`src/rtl/rv32i_hazard_unit.sv`:
```
// Hazard control for the 5-stage RV32I pipeline: load-use stalls,
// branch/jump flushes and a reset flush window.
//
// Ports:
//   clk, rst             clock and synchronous active-high reset
//   regwriteE            instruction class of the op in Execute
//   Rs1D, Rs2D           source registers of the op in Decode
//   RdE                  destination register of the op in Execute
//   RdM                  destination register in Memory (not used)
//   PCSrcE               taken branch/jump resolved in Execute
//   stallF, stallD       hold the PC and F/D registers
//   flushF, flushD       clear Fetch and the F/D register
//   flushE               clear the D/E register

package rv32i_pkg;

    localparam int ADW = 5;

    typedef enum logic [2:0] {
        R_TYPE,
        I_TYPE_ALU,
        I_TYPE_LOAD,
        S_TYPE,
        B_TYPE,
        JAL,
        JALR,
        U_TYPE
    } instr_type_t;

endpackage

module rv32i_hazard_unit
    import rv32i_pkg::*;
(
    input  logic           clk,
    input  logic           rst,
    input  instr_type_t    regwriteE,
    input  logic [ADW-1:0] Rs1D,
    input  logic [ADW-1:0] Rs2D,
    input  logic [ADW-1:0] RdE,
    input  logic [ADW-1:0] RdM,
    input  logic           PCSrcE,
    output logic           stallF,
    output logic           flushF,
    output logic           stallD,
    output logic           flushD,
    output logic           flushE
);

    logic rstQ;
    logic inReset;
    logic isLoad;
    logic lwStall;
    logic doFlushAll;
    logic doBranch;
    logic doLoadUse;

    // A Memory-stage load is covered by forwarding; RdM is kept only
    // so the port list matches the rest of the core.
    logic unusedRdM;
    assign unusedRdM = ^RdM;

    // Stretches the flush window one cycle past reset release.
    always_ff @(posedge clk) begin
        rstQ <= rst;
    end

    assign inReset = rst | rstQ;

    // Decoded through a case so that X or unlisted values land on the
    // default and read as non-load.
    always_comb begin
        isLoad = 1'b0;
        case (regwriteE)
            I_TYPE_LOAD: isLoad = 1'b1;
            default:     isLoad = 1'b0;
        endcase
    end

    assign lwStall = isLoad
                   && (RdE != '0)
                   && ((Rs1D == RdE) || (Rs2D == RdE));

    // Mutually exclusive selects: reset beats redirect, which beats
    // load-use (the stalled Decode op would be discarded anyway).
    assign doFlushAll = inReset;
    assign doBranch   = !inReset && PCSrcE;
    assign doLoadUse  = !inReset && !PCSrcE && lwStall;

    always_comb begin
        stallF = 1'b0;
        flushF = 1'b0;
        stallD = 1'b0;
        flushD = 1'b0;
        flushE = 1'b0;
        unique case (1'b1)
            doFlushAll: begin
                flushF = 1'b1;
                flushD = 1'b1;
                flushE = 1'b1;
            end
            doBranch: begin
                flushD = 1'b1;
                flushE = 1'b1;
            end
            doLoadUse: begin
                stallF = 1'b1;
                stallD = 1'b1;
                flushE = 1'b1;
            end
            default: begin
                stallF = 1'b0;
            end
        endcase
    end

endmodule

```
`config.mk`:
```
export PLATFORM = sky130hd
export DESIGN_NAME = rv32i_hazard_unit
export DESIGN_NICKNAME = d
export VERILOG_FILES = /design/src/rtl/rv32i_hazard_unit.sv
export SDC_FILE = /design/constraint.sdc
export NUM_CORES = 1
export LEC_CHECK = 0
export BUFFER_PORTS_ARGS = -buffer_cell sky130_fd_sc_hd__buf_2
export CORE_AREA = 2 2 39 41
export CTS_BUF_LIST = sky130_fd_sc_hd__clkbuf_4
export DETAILED_ROUTE_END_ITERATION = 10
export DIE_AREA = 0 0 41 43
export PLACE_DENSITY = 0.56
export SLEW_MARGIN = 20
export SYNTH_ARGS = -nofsm -noshare
export SYNTH_HDL_FRONTEND = slang
export SYNTH_SLANG_ARGS = --single-unit
```
`constraint.sdc`:
```
create_clock -name clk -period 4.1 [get_ports clk]
set_clock_uncertainty 0.1 [all_clocks]
set_input_delay 1.23 -clock clk [delete_from_list [all_inputs] [get_ports clk]]
set_output_delay 1.23 -clock clk [all_outputs]
set_load 0.01 [all_outputs]
```
==> impl_metrics.json, run 1 <==
{
  "status": "finished, final reports clean",
  "viasPerCell": 3.64,
  "required_ns": 2.77,
  "ys.flop_type": "dfxtp_1",
  "num_antenna_cells": 0,
  "wl_met1_um": 168,
  "wl_met3_um": 54,
  "power.share.clock_pct": 0,
  "die_h_um": 43,
  "initial_core_util_pct": 13.9,
  "endpoint_kind": "output port",
  "drt-total-wl_um": 503,
  "first_pass_iters": 2,
  "antenna_found_initial": 0,
  "synth_seq_cells": 1,
  "synth_edf_count": 0,
  "largest_register_ffs": 1,
  "met2_wirelength_um": 280,
  "setup_tns_ns": 0,
  "grt_first_pass_wirelength_um": 683,
  "drc": 0,
  "yosys.area.top_type": "xor2_1",
  "crit_buf_inv": 2,
  "nets": 76,
  "p_sw_share_pct": 32.0,
  "grt_overflow": 0,
  "via_count": 233,
  "cts_setup_buffers": 0,
  "timing.hold.ws_ns": 1.25,
  "areaGrowthSynthToFinish_pct": 71.4,
  "drv_cap": 0,
  "finalCriticalPeriod_ns": 3.56,
  "std_cell_rows": 14,
  "combPwrFrac_pct": 70.7,
  "slowest_delay_ns": 0.53,
  "critPathArrivalTime_ns": 2.23,
  "wl_per_cell_um": 7.86,
  "die-width_um": 41,
  "ir_drop_v": 0.0000332,
  "portBuffers": 25,
  "slew_viol_final": 0,
  "p_seq_share_pct": 29.3,
  "ios": 31,
  "synth_area_sq_um": 193,
  "synth.net_count": 50,
  "ys_async_sr_fraction_pct": 0,
  "coreArea_sq_um": 1380,
  "switching_power_mw": 0.0116,
  "hold_viol": 0,
  "crit_chain": "buf_2, or4_4, o21ai_2, o21bai_1, buf_2",
  "synth_top_area_share_pct": 45.5,
  "synthMostInstantiatedCell": "xor2_1",
  "fmax_ghz": 0.281,
  "slew_headroom_pct": 84.9,
  "yosysWarnings": 0,
  "crit_path_frequent_cell": "buf_2",
  "routabilityCongestion": 0.633,
  "finalSetupViolCount": 0,
  "drt_iter0_drc": 1,
  "synth_cells": 24,
  "regMostFlops": "rstQ",
  "slowest_stage": "or4_4",
  "tightest_slew_ns": 0.227,
  "fin_crit_sh_pct": 86.9,
  "synthTopCellsByCount": "xor2_1 (10), nor3_1 (3), nor2_1 (2)",
  "min_path_type": "input pin to register",
  "synth_area_per_cell_sq_um": 8.03,
  "drive_above_1_share_pct": 58.3,
  "crit_fanout": 3,
  "grt_max_degree": 4,
  "internal_power_mw": 0.0247,
  "postCtsHoldBufs": 0,
  "die_area_sq_um": 1760,
  "critPathTopFamily": "simple AND/OR/NAND/NOR gates",
  "p_per_area_nw_per_um2": 110,
  "fillers": 165,
  "worstSetupPathType": "input pin to output port",
  "synth_area_leaders": "xor2_1 (45%), dfxtp_1 (10%), nor3_1 (7.8%), or4_4 (5.8%), o21ai_2 (4.5%)",
  "ys_seq_area_share_pct": 10.4,
  "cellLeakagePower_nw": 0.166,
  "grtUsageTotal_pct": 5.20,
  "highest_layer": "met3",
  "ant_nets": 0,
  "ys_types": 12,
  "cts-resized-gates": 0,
  "largest_registers": "rstQ: 1 flops",
  "first_global_vias": 211,
  "crit_path_start_kind": "input pin",
  "clkTransAtPathRegs_ns": 0,
  "rsz0062_at_grt": "false"
}
per-stage QoR:
step           instance area, sq um  total power [mW]  worst slack (ns)  util [%]  cells
2_1_floorplan                   193            0.0220             0.517         -     24
3_3_place_gp                    330            0.0362             0.531      23.9     64
3_5_place_dp                    330            0.0366             0.529      23.9     64
4_1_cts                         330            0.0368             0.529      23.9     64
5_1_grt                         330            0.0392             0.495      23.9     64
6_report                        330            0.0363             0.535      23.9     64
metal layers:
| layer | vias to the layer above | global-route usage [%] |
|---|---|---|
| met3 | 0 | 1.05 |
| met1 | 94 | 4.44 |
| met4 | 0 | 0 |
| met2 | 9 | 11.3 |
| met5 | - | 0 |
| li1 | 130 | - |
power by group through the flow:
stage | clock (mW) | sequential (mW) | combinational, mW
2_1_floorplan | 0 | 0.0106 | 0.0114
3_3_place_gp | 0 | 0.0106 | 0.0256
3_5_place_dp | 0 | 0.0106 | 0.0260
4_1_cts | 0 | 0.0106 | 0.0261
5_1_grt | 0 | 0.0108 | 0.0285
6_report | 0 | 0.0106 | 0.0257
placed cells by master, fill, tap and decap left out, drive strengths merged:
master  count
or4         1
nor3        3
xor2       10
buf        25
o21ai       1
nor3b       1
or2         1
nor2        2
dfxtp       1
o21bai      1
a22oi       1
or3         1
final cells by class:
| cell class | count | area, sq um | area share [%] |
|---|---|---|---|
| Sequential cell | 1 | 20.0 | 6.06 |
| Multi-Input combinational cell | 22 | 165 | 50.0 |
| Tap cell | 16 | 20.0 | 6.06 |
| Timing Repair Buffer | 25 | 125 | 37.9 |
logic make-up after synthesis:
family                 share of synthesized area [%]
XOR/XNOR                                        45.5
buffers and inverters                           3.90
AND/OR/NAND/NOR                                 27.9
flip-flops                                      10.4
AO/OA/AOI/OAI                                   12.3
path summary, 6_finish.rpt:
path / startpoint / end / slack [ns] / cells past startpoint
min: rst / rstQ / 1.25 / 1
max: RdE[1] / flushE / 0.54 / 5
No activity file was read; power rests on OpenSTA's default activity.
==> run 2, diff against run 1 <==
--- a/config.mk
+++ b/config.mk
@@ -10,6 +10,7 @@
 export CTS_BUF_LIST = sky130_fd_sc_hd__clkbuf_4
 export DETAILED_ROUTE_END_ITERATION = 10
 export DIE_AREA = 0 0 41 43
+export GPL_TIMING_DRIVEN = 0
 export PLACE_DENSITY = 0.56
 export SLEW_MARGIN = 20
 export SYNTH_ARGS = -nofsm -noshare
==> impl_metrics.json, run 2 (synthesis gave the netlist of run 1 again) <==
{
  "drt-total-wl_um": 504,
  "mostFrequentLayoutCell": "buf_2",
  "slew_headroom_pct": 84.8,
  "final_cell_mix": "buf_2 (25), xor2_1 (10), nor3_1 (3)",
  "ff_latch_area_sq_um": 20.0,
  "die_h_um": 43,
  "grt_max_degree": 4,
  "hold_depth": 1,
  "finalCriticalPeriod_ns": 3.67,
  "worstSetupPathType": "input pin to output port",
  "rsz0062_at_grt": "false",
  "largest_registers": "rstQ: 1 flops",
  "grtUsageTotal_pct": 5.10,
  "antenna_found_initial": 0,
  "required_ns": 2.77,
  "setup_slack_ns": 0.426,
  "nets": 77,
  "critPathArrivalTime_ns": 2.34,
  "drc": 0,
  "die-width_um": 41,
  "grt_first_pass_wirelength_um": 676,
  "cts_setup_buffers": 0,
  "fmax_ghz": 0.272,
  "endpoint_kind": "output port",
  "regMostFlops": "rstQ",
  "ant_nets": 0,
  "tightest_slew_ns": 0.227,
  "finalSetupViolCount": 0,
  "crit_fanout": 3,
  "largest_register_ffs": 1,
  "hold_viol": 0,
  "placed_cells": 65,
  "grt_overflow": 0,
  "first_global_vias": 204,
  "dpl_worst_slack_ns": 0.414,
  "std_cell_rows": 14,
  "via_count": 240,
  "areaGrowthSynthToFinish_pct": 75.3,
  "coreArea_sq_um": 1380,
  "crit_path_start_kind": "input pin",
  "viasPerCell": 3.69,
  "drv_cap": 0,
  "routabilityCongestion": 0.633,
  "status": "finished, final reports clean",
  "first_pass_iters": 2,
  "clkTransAtPathRegs_ns": 0,
  "die_area_sq_um": 1760,
  "drive_above_1_share_pct": 59.2,
  "portBuffers": 25,
  "fin_crit_sh_pct": 89.6,
  "ir_drop_v": 0.0000333,
  "multiInputGateArea_sq_um": 165,
  "postCtsHoldBufs": 0,
  "ios": 31,
  "setup_tns_ns": 0,
  "cts-resized-gates": 0,
  "initial_core_util_pct": 13.9,
  "power_mw": 0.0362,
  "slew_viol_final": 0,
  "final_cell_count_no_fill": 65,
  "p_per_area_nw_per_um2": 107,
  "wl_per_cell_um": 7.75,
  "fillers": 162,
  "cellLeakagePower_nw": 0.171,
  "drt_iter0_drc": 2,
  "min_path_type": "input pin to register",
  "num_antenna_cells": 0
}
run 2: report_power, final:
part | switching [mW] | internal, mW | leakage [nW]
Sequential | 0.000164 | 0.0105 | 0.00844
Clock | 0 | 0 | 0
Combinational | 0.0113 | 0.0142 | 0.163
Total | 0.0115 | 0.0247 | 0.171
run 2: worst max-delay path: stages:
cell	delay, ns
buf_2	0.12
or4_4	0.53
o21ai_2	0.14
nor3_1	0.07
buf_4	0.13
buf_2	0.12
run 2: routing by layer:
layer  vias to the layer above  share of wire [%]  GRT usage, %
met5                         -                  0             0
met4                         0                  0             0
met3                         0                9.5          1.05
met2                         9                 56          10.3
met1                        99                 35          5.08
li1                        132                  -             -
run 2: final cells by class:
cell class / count / share of cell area, %
multi-input combinational: 22 / 48.9
buffer: 1 / 2.22
tap: 16 / 5.93
sequential: 1 / 5.93
timing repair buffer: 25 / 37.0
run 2: path summary, 6_finish.rpt:
| check | start | to | slack [ns] |
|---|---|---|---|
| hold / removal | rst | rstQ | 1.25 |
| setup / recovery | RdE[1] | stallF | 0.43 |
run 2: stage by stage:
| stage | hold WS (ns) | area, sq um | utilization [%] |
|---|---|---|---|
| 6_report | 1.25 | 338 | 24.4 |
| 5_1_grt | 1.26 | 338 | 24.4 |
| 4_1_cts | 1.25 | 338 | 24.4 |
| 3_5_place_dp | 1.25 | 338 | 24.4 |
| 3_3_place_gp | 1.25 | 338 | 24.4 |
| 2_1_floorplan | 1.16 | 193 | - |
==> run 3, diff against run 2 <==
--- a/config.mk
+++ b/config.mk
@@ -12,6 +12,7 @@
 export DIE_AREA = 0 0 41 43
 export GPL_TIMING_DRIVEN = 0
 export PLACE_DENSITY = 0.56
+export REMOVE_ABC_BUFFERS = 1
 export SLEW_MARGIN = 20
 export SYNTH_ARGS = -nofsm -noshare
 export SYNTH_HDL_FRONTEND = slang
==> constraint.sdc (replaced) <==
create_clock -name clk -period 4.1 [get_ports clk]
set_clock_uncertainty 0.1 [all_clocks]
set_input_delay 1.025 -clock clk [delete_from_list [all_inputs] [get_ports clk]]
set_output_delay 1.025 -clock clk [all_outputs]
set_load 0.01 [all_outputs]
==> impl_metrics.json, run 3 (synthesis gave the netlist of run 1 again) <==
{
  "status": "finished, final reports clean",
  "grt_overflow": 0,
  "crit_path_start_kind": "input pin",
  "cellLeakagePower_nw": 0.166,
  "setup_slack_ns": 0.935,
  "viasPerCell": 3.78,
  "clkTransAtPathRegs_ns": 0,
  "portBuffers": 25,
  "endpoint_kind": "output port",
  "std_cell_rows": 14,
  "fin_area_sq_um": 330,
  "coreArea_sq_um": 1380,
  "regMostFlops": "rstQ",
  "drc": 0,
  "min_path_type": "input pin to register",
  "first_global_vias": 216,
  "antenna_found_initial": 0,
  "grtUsageTotal_pct": 5.40,
  "highest_layer": "met3",
  "wl_met1_um": 130,
  "mostFrequentLayoutCell": "buf_2",
  "drv_cap": 0,
  "cts_setup_buffers": 0,
  "ant_nets": 0,
  "p_per_area_nw_per_um2": 109,
  "ir_drop_v": 0.0000344,
  "finalCriticalPeriod_ns": 3.16,
  "num_antenna_cells": 0,
  "drt_iter0_drc": 0,
  "drive_above_1_share_pct": 58.3,
  "wl_per_cell_um": 7.41,
  "die-width_um": 41,
  "largest_register_ffs": 1,
  "crit_fanout": 3,
  "first_pass_iters": 1,
  "final_cell_mix": "buf_2 (25), xor2_1 (10), nor3_1 (3)",
  "dpl_worst_slack_ns": 0.929,
  "drt-total-wl_um": 474,
  "ios": 31,
  "finalSetupViolCount": 0,
  "areaGrowthSynthToFinish_pct": 71.4,
  "routabilityCongestion": 0.594,
  "placed_cells": 64,
  "power_mw": 0.0360,
  "met2_wirelength_um": 307,
  "required_ns": 2.97,
  "postCtsHoldBufs": 0,
  "wl_met3_um": 36,
  "rsz0062_at_grt": "false",
  "place_area_sq_um": 330,
  "final_cell_count_no_fill": 64,
  "nets": 76,
  "die_h_um": 43,
  "tightest_slew_ns": 0.233,
  "timing.hold.ws_ns": 1.05,
  "slew_headroom_pct": 84.5,
  "fillers": 167,
  "largest_registers": "rstQ: 1 flops",
  "setup_tns_ns": 0,
  "worstSetupPathType": "input pin to output port",
  "slew_viol_final": 0,
  "cts-resized-gates": 0,
  "grt_max_degree": 4,
  "fin_crit_sh_pct": 77.2,
  "via_count": 242,
  "die_area_sq_um": 1760,
  "critPathArrivalTime_ns": 2.04,
  "grt_first_pass_wirelength_um": 724,
  "hold_viol": 0,
  "fmax_ghz": 0.316,
  "fin_util_pct": 23.9,
  "initial_core_util_pct": 13.9
}
## run 3: cell count changes in the layout (fill, tap and decap cells not counted), sizes merged
cell and change:
buf -1
## run 3: final timing paths
check | cells past startpoint | to | startpoint | slack [ns]
setup / recovery | 5 | flushE | RdE[1] | 0.94
hold / removal | 1 | rstQ | rst | 1.05
## run 3: layout make-up
type	count	area (sq um)	share of cell area (%)
Timing Repair Buffer	25	125	37.9
Sequential cell	1	20.0	6.06
Tap cell	16	20.0	6.06
Multi-Input combinational cell	22	165	50.0
## run 3: metal layers
layer | vias up | GRT usage, %
li1 | 131 | -
met1 | 104 | 4.44
met2 | 7 | 12.5
met3 | 0 | 0
met4 | 0 | 0
met5 | - | 0
## run 3: critical path, stage by stage
cell and delay, ns:
buf_2 0.12, or4_4 0.53, o21ai_2 0.14, o21bai_1 0.08, buf_2 0.14
## run 3: power by group
part	switching, mW	total [mW]	internal [mW]
registers	0.000160	0.0106	0.0105
clock network	0	0	0
logic	0.0112	0.0254	0.0142
total	0.0113	0.0360	0.0247
